File: src/rtl/rhd_spi_pkg.sv
// Shared definitions for the C-port SPI frame sequencer.
//   state_t    : word engine states
//   RX1_LSB / RX2_LSB / WORD_BITS : placement of the two MISO words in a FIFO entry
//   SAT16_MAX / sat_inc16 : saturating 16-bit event counters
package rhd_spi_pkg;

    typedef enum logic [2:0] {
        ST_IDLE,
        ST_SETUP,
        ST_SHIFT_LO,
        ST_SHIFT_HI,
        ST_GAP
    } state_t;

    localparam int WORD_BITS = 16;
    localparam int RX1_LSB   = 0;
    localparam int RX2_LSB   = 16;

    localparam logic [15:0] SAT16_MAX = 16'hFFFF;

    function automatic logic [15:0] sat_inc16(input logic [15:0] v);
        return (v == SAT16_MAX) ? v : v + 16'd1;
    endfunction

endpackage

File: src/rtl/rhd_spi_word.sv
// One 16-bit SPI word with simultaneous capture from two MISO lines.
// Ports:
//   clk, reset           : clock, synchronous active-high reset
//   start, cmd           : begin a word with this command (accepted in IDLE or on the last GAP cycle)
//   miso1, miso2         : serial data from the two chips
//   spi_cs/sclk/mosi     : registered SPI outputs
//   rx1_word, rx2_word   : received words, valid while word_done is high
//   word_done            : high on the cycle of the final sample (the edge that enters GAP)
//   gap_done             : high on the last GAP cycle
//
// state    | meaning
// IDLE     | CS high, waiting for start
// SETUP    | CS low, SCLK low, MOSI = cmd[15], CS_SETUP cycles
// SHIFT_LO | SCLK low SCLK_HALF cycles, MOSI = cmd[bit]
// SHIFT_HI | SCLK high SCLK_HALF cycles, sample MISO on the last one
// GAP      | CS high CS_GAP cycles; may chain straight into SETUP
module rhd_spi_word
    import rhd_spi_pkg::*;
#(
    parameter int SCLK_HALF = 4,
    parameter int CS_SETUP  = 2,
    parameter int CS_GAP    = 4
) (
    input  logic        clk,
    input  logic        reset,
    input  logic        start,
    input  logic [15:0] cmd,
    input  logic        miso1,
    input  logic        miso2,
    output logic        spi_cs,
    output logic        spi_sclk,
    output logic        spi_mosi,
    output logic [15:0] rx1_word,
    output logic [15:0] rx2_word,
    output logic        word_done,
    output logic        gap_done
);

    localparam logic [7:0] SETUP_LD = 8'(CS_SETUP - 1);
    localparam logic [7:0] HALF_LD  = 8'(SCLK_HALF - 1);
    localparam logic [7:0] GAP_LD   = 8'(CS_GAP - 1);

    state_t      state;
    logic [7:0]  timer;
    logic [3:0]  bit_idx;
    logic [15:0] cmd_q;
    logic [14:0] rx1;
    logic [14:0] rx2;
    logic        tc;

    assign tc        = (timer == 8'd0);
    assign word_done = (state == ST_SHIFT_HI) && tc && (bit_idx == 4'd0);
    assign gap_done  = (state == ST_GAP) && tc;
    // Final bit is taken straight from the pins so the word is complete on word_done.
    assign rx1_word  = {rx1, miso1};
    assign rx2_word  = {rx2, miso2};

    always_ff @(posedge clk) begin
        if (reset) begin
            state    <= ST_IDLE;
            timer    <= 8'd0;
            bit_idx  <= 4'd0;
            cmd_q    <= 16'd0;
            rx1      <= 15'd0;
            rx2      <= 15'd0;
            spi_cs   <= 1'b1;
            spi_sclk <= 1'b0;
            spi_mosi <= 1'b0;
        end else begin
            case (state)
                ST_IDLE: begin
                    if (start) begin
                        state    <= ST_SETUP;
                        cmd_q    <= cmd;
                        timer    <= SETUP_LD;
                        spi_cs   <= 1'b0;
                        spi_sclk <= 1'b0;
                        spi_mosi <= cmd[15];
                    end
                end
                ST_SETUP: begin
                    if (tc) begin
                        state    <= ST_SHIFT_LO;
                        timer    <= HALF_LD;
                        bit_idx  <= 4'd15;
                        spi_mosi <= cmd_q[15];
                    end else begin
                        timer <= timer - 8'd1;
                    end
                end
                ST_SHIFT_LO: begin
                    if (tc) begin
                        state    <= ST_SHIFT_HI;
                        timer    <= HALF_LD;
                        spi_sclk <= 1'b1;
                    end else begin
                        timer <= timer - 8'd1;
                    end
                end
                ST_SHIFT_HI: begin
                    if (tc) begin
                        rx1      <= {rx1[13:0], miso1};
                        rx2      <= {rx2[13:0], miso2};
                        spi_sclk <= 1'b0;
                        if (bit_idx == 4'd0) begin
                            state  <= ST_GAP;
                            timer  <= GAP_LD;
                            spi_cs <= 1'b1;
                        end else begin
                            state    <= ST_SHIFT_LO;
                            timer    <= HALF_LD;
                            bit_idx  <= bit_idx - 4'd1;
                            spi_mosi <= cmd_q[bit_idx - 4'd1];
                        end
                    end else begin
                        timer <= timer - 8'd1;
                    end
                end
                ST_GAP: begin
                    if (tc) begin
                        if (start) begin
                            state    <= ST_SETUP;
                            cmd_q    <= cmd;
                            timer    <= SETUP_LD;
                            spi_cs   <= 1'b0;
                            spi_mosi <= cmd[15];
                        end else begin
                            state    <= ST_IDLE;
                            spi_mosi <= 1'b0;
                        end
                    end else begin
                        timer <= timer - 8'd1;
                    end
                end
                default: state <= ST_IDLE;
            endcase
        end
    end

endmodule

File: src/rtl/rhd_spi_sequencer.sv
// Frame-level SPI sequencer: plays the command table out one word per CS cycle,
// pushes a frame header and one {rx2,rx1} entry per word into the read FIFO.
// Ports:
//   bus_clk, reset               : clock, synchronous active-high reset
//   enable, frame_trig           : frame start control
//   cmd_wr, cmd_addr, cmd_data   : command table write port
//   spi_cs/sclk/mosi, spi_miso1/2: SPI pins
//   fifo_din, fifo_wr_en, fifo_full : read FIFO push side
//   busy, frame_count, drop_count, trig_miss_count : status
module rhd_spi_sequencer
    import rhd_spi_pkg::*;
#(
    parameter int N_CMDS    = 35,
    parameter int SCLK_HALF = 4,
    parameter int CS_SETUP  = 2,
    parameter int CS_GAP    = 4
) (
    input  logic        bus_clk,
    input  logic        reset,
    input  logic        enable,
    input  logic        frame_trig,
    input  logic        cmd_wr,
    input  logic [5:0]  cmd_addr,
    input  logic [15:0] cmd_data,
    output logic        spi_cs,
    output logic        spi_sclk,
    output logic        spi_mosi,
    input  logic        spi_miso1,
    input  logic        spi_miso2,
    output logic [31:0] fifo_din,
    output logic        fifo_wr_en,
    input  logic        fifo_full,
    output logic        busy,
    output logic [31:0] frame_count,
    output logic [15:0] drop_count,
    output logic [15:0] trig_miss_count
);

    localparam logic [5:0] LAST_IDX  = 6'(N_CMDS - 1);
    localparam logic [6:0] TBL_DEPTH = 7'(N_CMDS);

    logic [15:0] cmd_tbl [N_CMDS];
    logic [5:0]  idx;
    logic [5:0]  idx_next;
    logic        launch;
    logic        accept;
    logic        last_word;
    logic        eng_start;
    logic [15:0] eng_cmd;
    logic        word_done;
    logic        gap_done;
    logic [15:0] rx1_word;
    logic [15:0] rx2_word;
    logic        push_req;
    logic [31:0] push_data;

    // Table is deliberately not reset so the host programs it once.
    always_ff @(posedge bus_clk) begin
        if (cmd_wr && ({1'b0, cmd_addr} < TBL_DEPTH))
            cmd_tbl[cmd_addr] <= cmd_data;
    end

    assign idx_next  = idx + 6'd1;
    assign last_word = (idx == LAST_IDX);
    assign accept    = frame_trig && enable && !busy;
    // launch delays the first word by one cycle so CS falls one edge after the trigger.
    assign eng_start = launch || (gap_done && !last_word);
    assign eng_cmd   = launch ? cmd_tbl[0] : cmd_tbl[idx_next];
    assign push_req  = accept || word_done;

    always_comb begin
        push_data = frame_count;
        if (!accept) begin
            push_data = 32'd0;
            push_data[RX1_LSB +: WORD_BITS] = rx1_word;
            push_data[RX2_LSB +: WORD_BITS] = rx2_word;
        end
    end

    always_ff @(posedge bus_clk) begin
        if (reset) begin
            busy            <= 1'b0;
            launch          <= 1'b0;
            idx             <= 6'd0;
            frame_count     <= 32'd0;
            drop_count      <= 16'd0;
            trig_miss_count <= 16'd0;
            fifo_wr_en      <= 1'b0;
            fifo_din        <= 32'd0;
        end else begin
            launch     <= accept;
            fifo_wr_en <= 1'b0;
            if (frame_trig) begin
                if (accept) begin
                    busy        <= 1'b1;
                    idx         <= 6'd0;
                    frame_count <= frame_count + 32'd1;
                end else begin
                    trig_miss_count <= sat_inc16(trig_miss_count);
                end
            end
            if (gap_done) begin
                if (last_word)
                    busy <= 1'b0;
                else
                    idx <= idx_next;
            end
            if (push_req) begin
                if (fifo_full) begin
                    drop_count <= sat_inc16(drop_count);
                end else begin
                    fifo_wr_en <= 1'b1;
                    fifo_din   <= push_data;
                end
            end
        end
    end

    rhd_spi_word #(
        .SCLK_HALF (SCLK_HALF),
        .CS_SETUP  (CS_SETUP),
        .CS_GAP    (CS_GAP)
    ) u_word (
        .clk       (bus_clk),
        .reset     (reset),
        .start     (eng_start),
        .cmd       (eng_cmd),
        .miso1     (spi_miso1),
        .miso2     (spi_miso2),
        .spi_cs    (spi_cs),
        .spi_sclk  (spi_sclk),
        .spi_mosi  (spi_mosi),
        .rx1_word  (rx1_word),
        .rx2_word  (rx2_word),
        .word_done (word_done),
        .gap_done  (gap_done)
    );

endmodule
File: config.mk
export PLATFORM = sky130hd
export DESIGN_NAME = rhd_spi_sequencer
export DESIGN_NICKNAME = d
export VERILOG_FILES = /design/src/rtl/rhd_spi_pkg.sv /design/src/rtl/rhd_spi_word.sv /design/src/rtl/rhd_spi_sequencer.sv
export SDC_FILE = /design/constraint.sdc
export NUM_CORES = 1
export LEC_CHECK = 0
export CORE_UTILIZATION = 45
export DETAILED_ROUTE_END_ITERATION = 8
export HOLD_SLACK_MARGIN = 0.1
export PLACE_DENSITY_LB_ADDON = 0.2
export SLEW_MARGIN = 40
export SYNTH_ARGS = -nofsm -noshare
export SYNTH_HDL_FRONTEND = slang
export SYNTH_HIERARCHICAL = 1
export SYNTH_SLANG_ARGS = --single-unit
File: constraint.sdc
create_clock -name bus_clk -period 4.65 [get_ports bus_clk]
set_clock_uncertainty 0.15 [all_clocks]
set_input_delay 0.93 -clock bus_clk [delete_from_list [all_inputs] [get_ports bus_clk]]
set_output_delay 0.93 -clock bus_clk [all_outputs]
set_load 0.05 [all_outputs]
==> flow_metrics.env <==
export IMPL_outcome="finished, final reports clean"
export IMPL_netlist_area_um2=29640
export IMPL_yosys_cell_types_count=78
export IMPL_drc=0
export IMPL_place_congestion=0.8460
export IMPL_period_minus_slack_ns=3.492
export IMPL_rows=93
export IMPL_combPwrFrac=0.065
export IMPL_grt_overflow_total=0
export IMPL_post_cts_setup_buffers=0
export IMPL_critPathCaptureType="register"
export IMPL_fmax_mhz=286.4
export IMPL_peakVddDrop_mv=0.3542
export IMPL_yosys_warnings=6
export IMPL_p_int_uw=10970
export IMPL_p_sw_frac=0.2273
export IMPL_clockBufferDepth=3
export IMPL_antenna_found_initial=0
export IMPL_clkPwrFrac=0.430
export IMPL_first_global_vias=17690
export IMPL_tritoncts="done"
export IMPL_rsz0062_at_grt="false"
export IMPL_critical_path_max_fanout=10
export IMPL_place_area_um2=32200
export IMPL_areaGrowthSynthToFinish_pct=17.27
export IMPL_arrival_ns=3.86
export IMPL_fin_ws_ns=1.158
export IMPL_rrSetupSlack_ns=1.16
export IMPL_grt_start_max_net_pins=72
export IMPL_drt_met1_wl_um=32240
export IMPL_antenna_cells=0
export IMPL_wl_met2_um=34960
export IMPL_synth_yosys_seq_area_share=0.6816
export IMPL_finalHoldViolCount=0
export IMPL_min_from="u_word/rx1[14]"
export IMPL_dp_slack_ns=1.156
export IMPL_grt_pass1_wl_um=111700
export IMPL_cts_resized=0
export IMPL_dpl_hpwl_um=45150
export IMPL_drive_gt1_frac=0.1656
export IMPL_die_h_um=258.6
export IMPL_setup_viol=0
export IMPL_grt_total_usage=0.2229
export IMPL_ys_seq_elements=729
export IMPL_wirelength_um=73680
export IMPL_crit_type="reg -> reg"
export IMPL_synthCells=2009
export IMPL_p_per_area_nw_per_um2=408.4
export IMPL_min_path_type="reg -> reg"
export IMPL_drtIter0Drc=1852
export IMPL_min_period_over_period=0.7510
export IMPL_worst_pin_slew_ns=0.8213
export IMPL_timing_hold_ws_ns=0.3181
export IMPL_slew_violations=0
export IMPL_cts_made_buffers=78
export IMPL_dieArea_um2=66890
export IMPL_synth_fp_nets=2048
export IMPL_portBuffers=130
export IMPL_postRouteAntennaNets=0
export IMPL_worstReg2RegStart="u_word/timer[4]"
export IMPL_p_seq_frac=0.505
export IMPL_p_leak_uw=0.01102
export IMPL_maxCapViolations=0
export IMPL_vias_per_cell=5.846
export IMPL_hold_buffers=0
export IMPL_holdPathEnd="u_word/rx1[14]"
export IMPL_root_buffer="clkbuf_16"
export IMPL_finalSetupTns_ns=0
export IMPL_cts_max_level=3
export IMPL_post_drt_wl_per_cell_um=23.81
export IMPL_dr_pass1_iters=5
export IMPL_synth_edf_count=560
export IMPL_wl_met3_um=4605
export IMPL_clock_latency_ns=0.63
export IMPL_fin_util=0.5362
export IMPL_max_slew_margin=0.4383
export IMPL_r2r_end="u_word/spi_mosi"
export IMPL_async_reset_ff_frac=0
export IMPL_die_w_um=258.6
export IMPL_cts_sinks=729
export IMPL_switching_power_uw=3227
export IMPL_syn_mean_instance_area_um2=14.75
export IMPL_highest_layer="met4"
export IMPL_vias=18090
export IMPL_nNetsFinal=2217
export IMPL_path_clk_slew_ns=0.06
export IMPL_ff2ff_path_depth=10
export IMPL_layout_commonest_cell="edfxtp_1"
export IMPL_initial_core_util=0.4572
export IMPL_coreArea_um2=64810
export IMPL_layout_common_cells="edfxtp_1 (560), nand2_1 (230), nor2_1 (204), dfxtp_1 (167), mux4_2 (130)"
export IMPL_crit_required_ns=5.02
export IMPL_startpoint_type="register"
export IMPL_num_io_pins=131
export IMPL_hold_path_depth=2
export IMPL_yosys_most_used_dff="edfxtp_1"
export IMPL_finalInstanceArea_um2=34750
[cells in the mapped netlist (15+ instances only)]
master / n / area [µm²]
a2111oi_0: 18 / 157.7
a21oi_1: 62 / 310.3
a221o_1: 17 / 170.2
a311oi_1: 35 / 306.5
a32oi_1: 16 / 140.1
and3_1: 24 / 150.1
buf_2: 26 / 130.1
clkbuf_1: 84 / 315.3
dfxtp_1: 169 / 3383
edfxtp_1: 560 / 16820
inv_1: 24 / 90.09
mux2i_1: 58 / 580.6
mux4_2: 130 / 2928
nand2_1: 230 / 863.3
nand3_1: 44 / 220.2
nor2_1: 207 / 777.0
nor3_1: 24 / 120.1
nor4_1: 15 / 93.84
o21ai_0: 29 / 145.1
xnor2_1: 39 / 341.6
[cell families after synthesis]
| family | Yosys count | synth area share |
|---|---|---|
| DFF | 729 | 0.6816 |
| and+or+nand+nor | 637 | 0.09951 |
| AOI/OAI and AO/OA | 245 | 0.05915 |
| buffers and inverters | 150 | 0.02225 |
| adders and majority gates | 9 | 0.003800 |
| xor gates and xnor gates | 48 | 0.01419 |
| muxes | 191 | 0.1195 |
[worst max-delay path: stages (launching register included)]
cell and delay [ns]:
dfxtp_1 0.33, nor3_1 0.50, nand2_1 0.37, nor2_1 0.41, o41a_1 0.46, or2_2 0.27
nor2b_1 0.20, a31oi_1 0.06, o32ai_1 0.34, nor3_1 0.08, a211oi_1 0.23
[flip-flops by register name, summed over array words and instances, names as in the netlist]
signal	flops
cmd_tbl	560
u_word/cmd_q	16
frame_count	32
u_word/rx1	15
u_word/spi_cs	1
fifo_din	32
fifo_wr_en	1
u_word/bit_idx	4
busy	1
u_word/spi_sclk	1
launch	1
u_word/rx2	15
trig_miss_count	16
u_word/spi_mosi	1
drop_count	16
idx	6
u_word/timer	8
u_word/state	3
[power by group through the flow]
stage          registers, µW  clock network [µW]  logic [µW]
5_1_grt                 7170                6460        1000
6_report                7160                6100         929
4_1_cts                 7160                6220         919
3_5_place_dp            7300                   0         916
2_1_floorplan           7340                   0         561
3_3_place_gp            7290                   0         893
[through the flow]
stage / power [µW] / cells
floorplan: 7897 / 2009
global placement: 8187 / 2951
detailed placement: 8214 / 2953
CTS: 14300 / 3095
global route: 14630 / 3095
finish: 14190 / 3095
[per-layer routing]
layer | up-vias | global-route usage
li1 | 8087 | -
met1 | 9209 | 0.3196
met2 | 682 | 0.3564
met3 | 115 | 0.03140
met4 | 0 | 0.06246
met5 | - | 0
[layout make-up]
| type | instances | area, µm² |
|---|---|---|
| fill | 5176 | 30060 |
| sequential | 729 | 20200 |
| multi-input combinational | 1130 | 8841 |
| clock buffer | 112 | 2263 |
| timing repair buffer | 215 | 2008 |
| tap | 855 | 1070 |
| clock inverter | 30 | 277.8 |
| inverter | 24 | 90.09 |
[how the worst max path moves through the flow]
stage	start	endpoint	depth (start not counted)
4_1_cts	idx[0]	u_word/spi_mosi	10
3_3_place_gp	idx[0]	u_word/cmd_q[8]	10
2_1_floorplan	idx[0]	u_word/spi_mosi	17
6_report	u_word/timer[4]	u_word/spi_mosi	10
3_5_place_dp	idx[0]	u_word/spi_mosi	10
5_1_grt	u_word/timer[4]	u_word/spi_mosi	10
(Power assumes the default switching activity.)
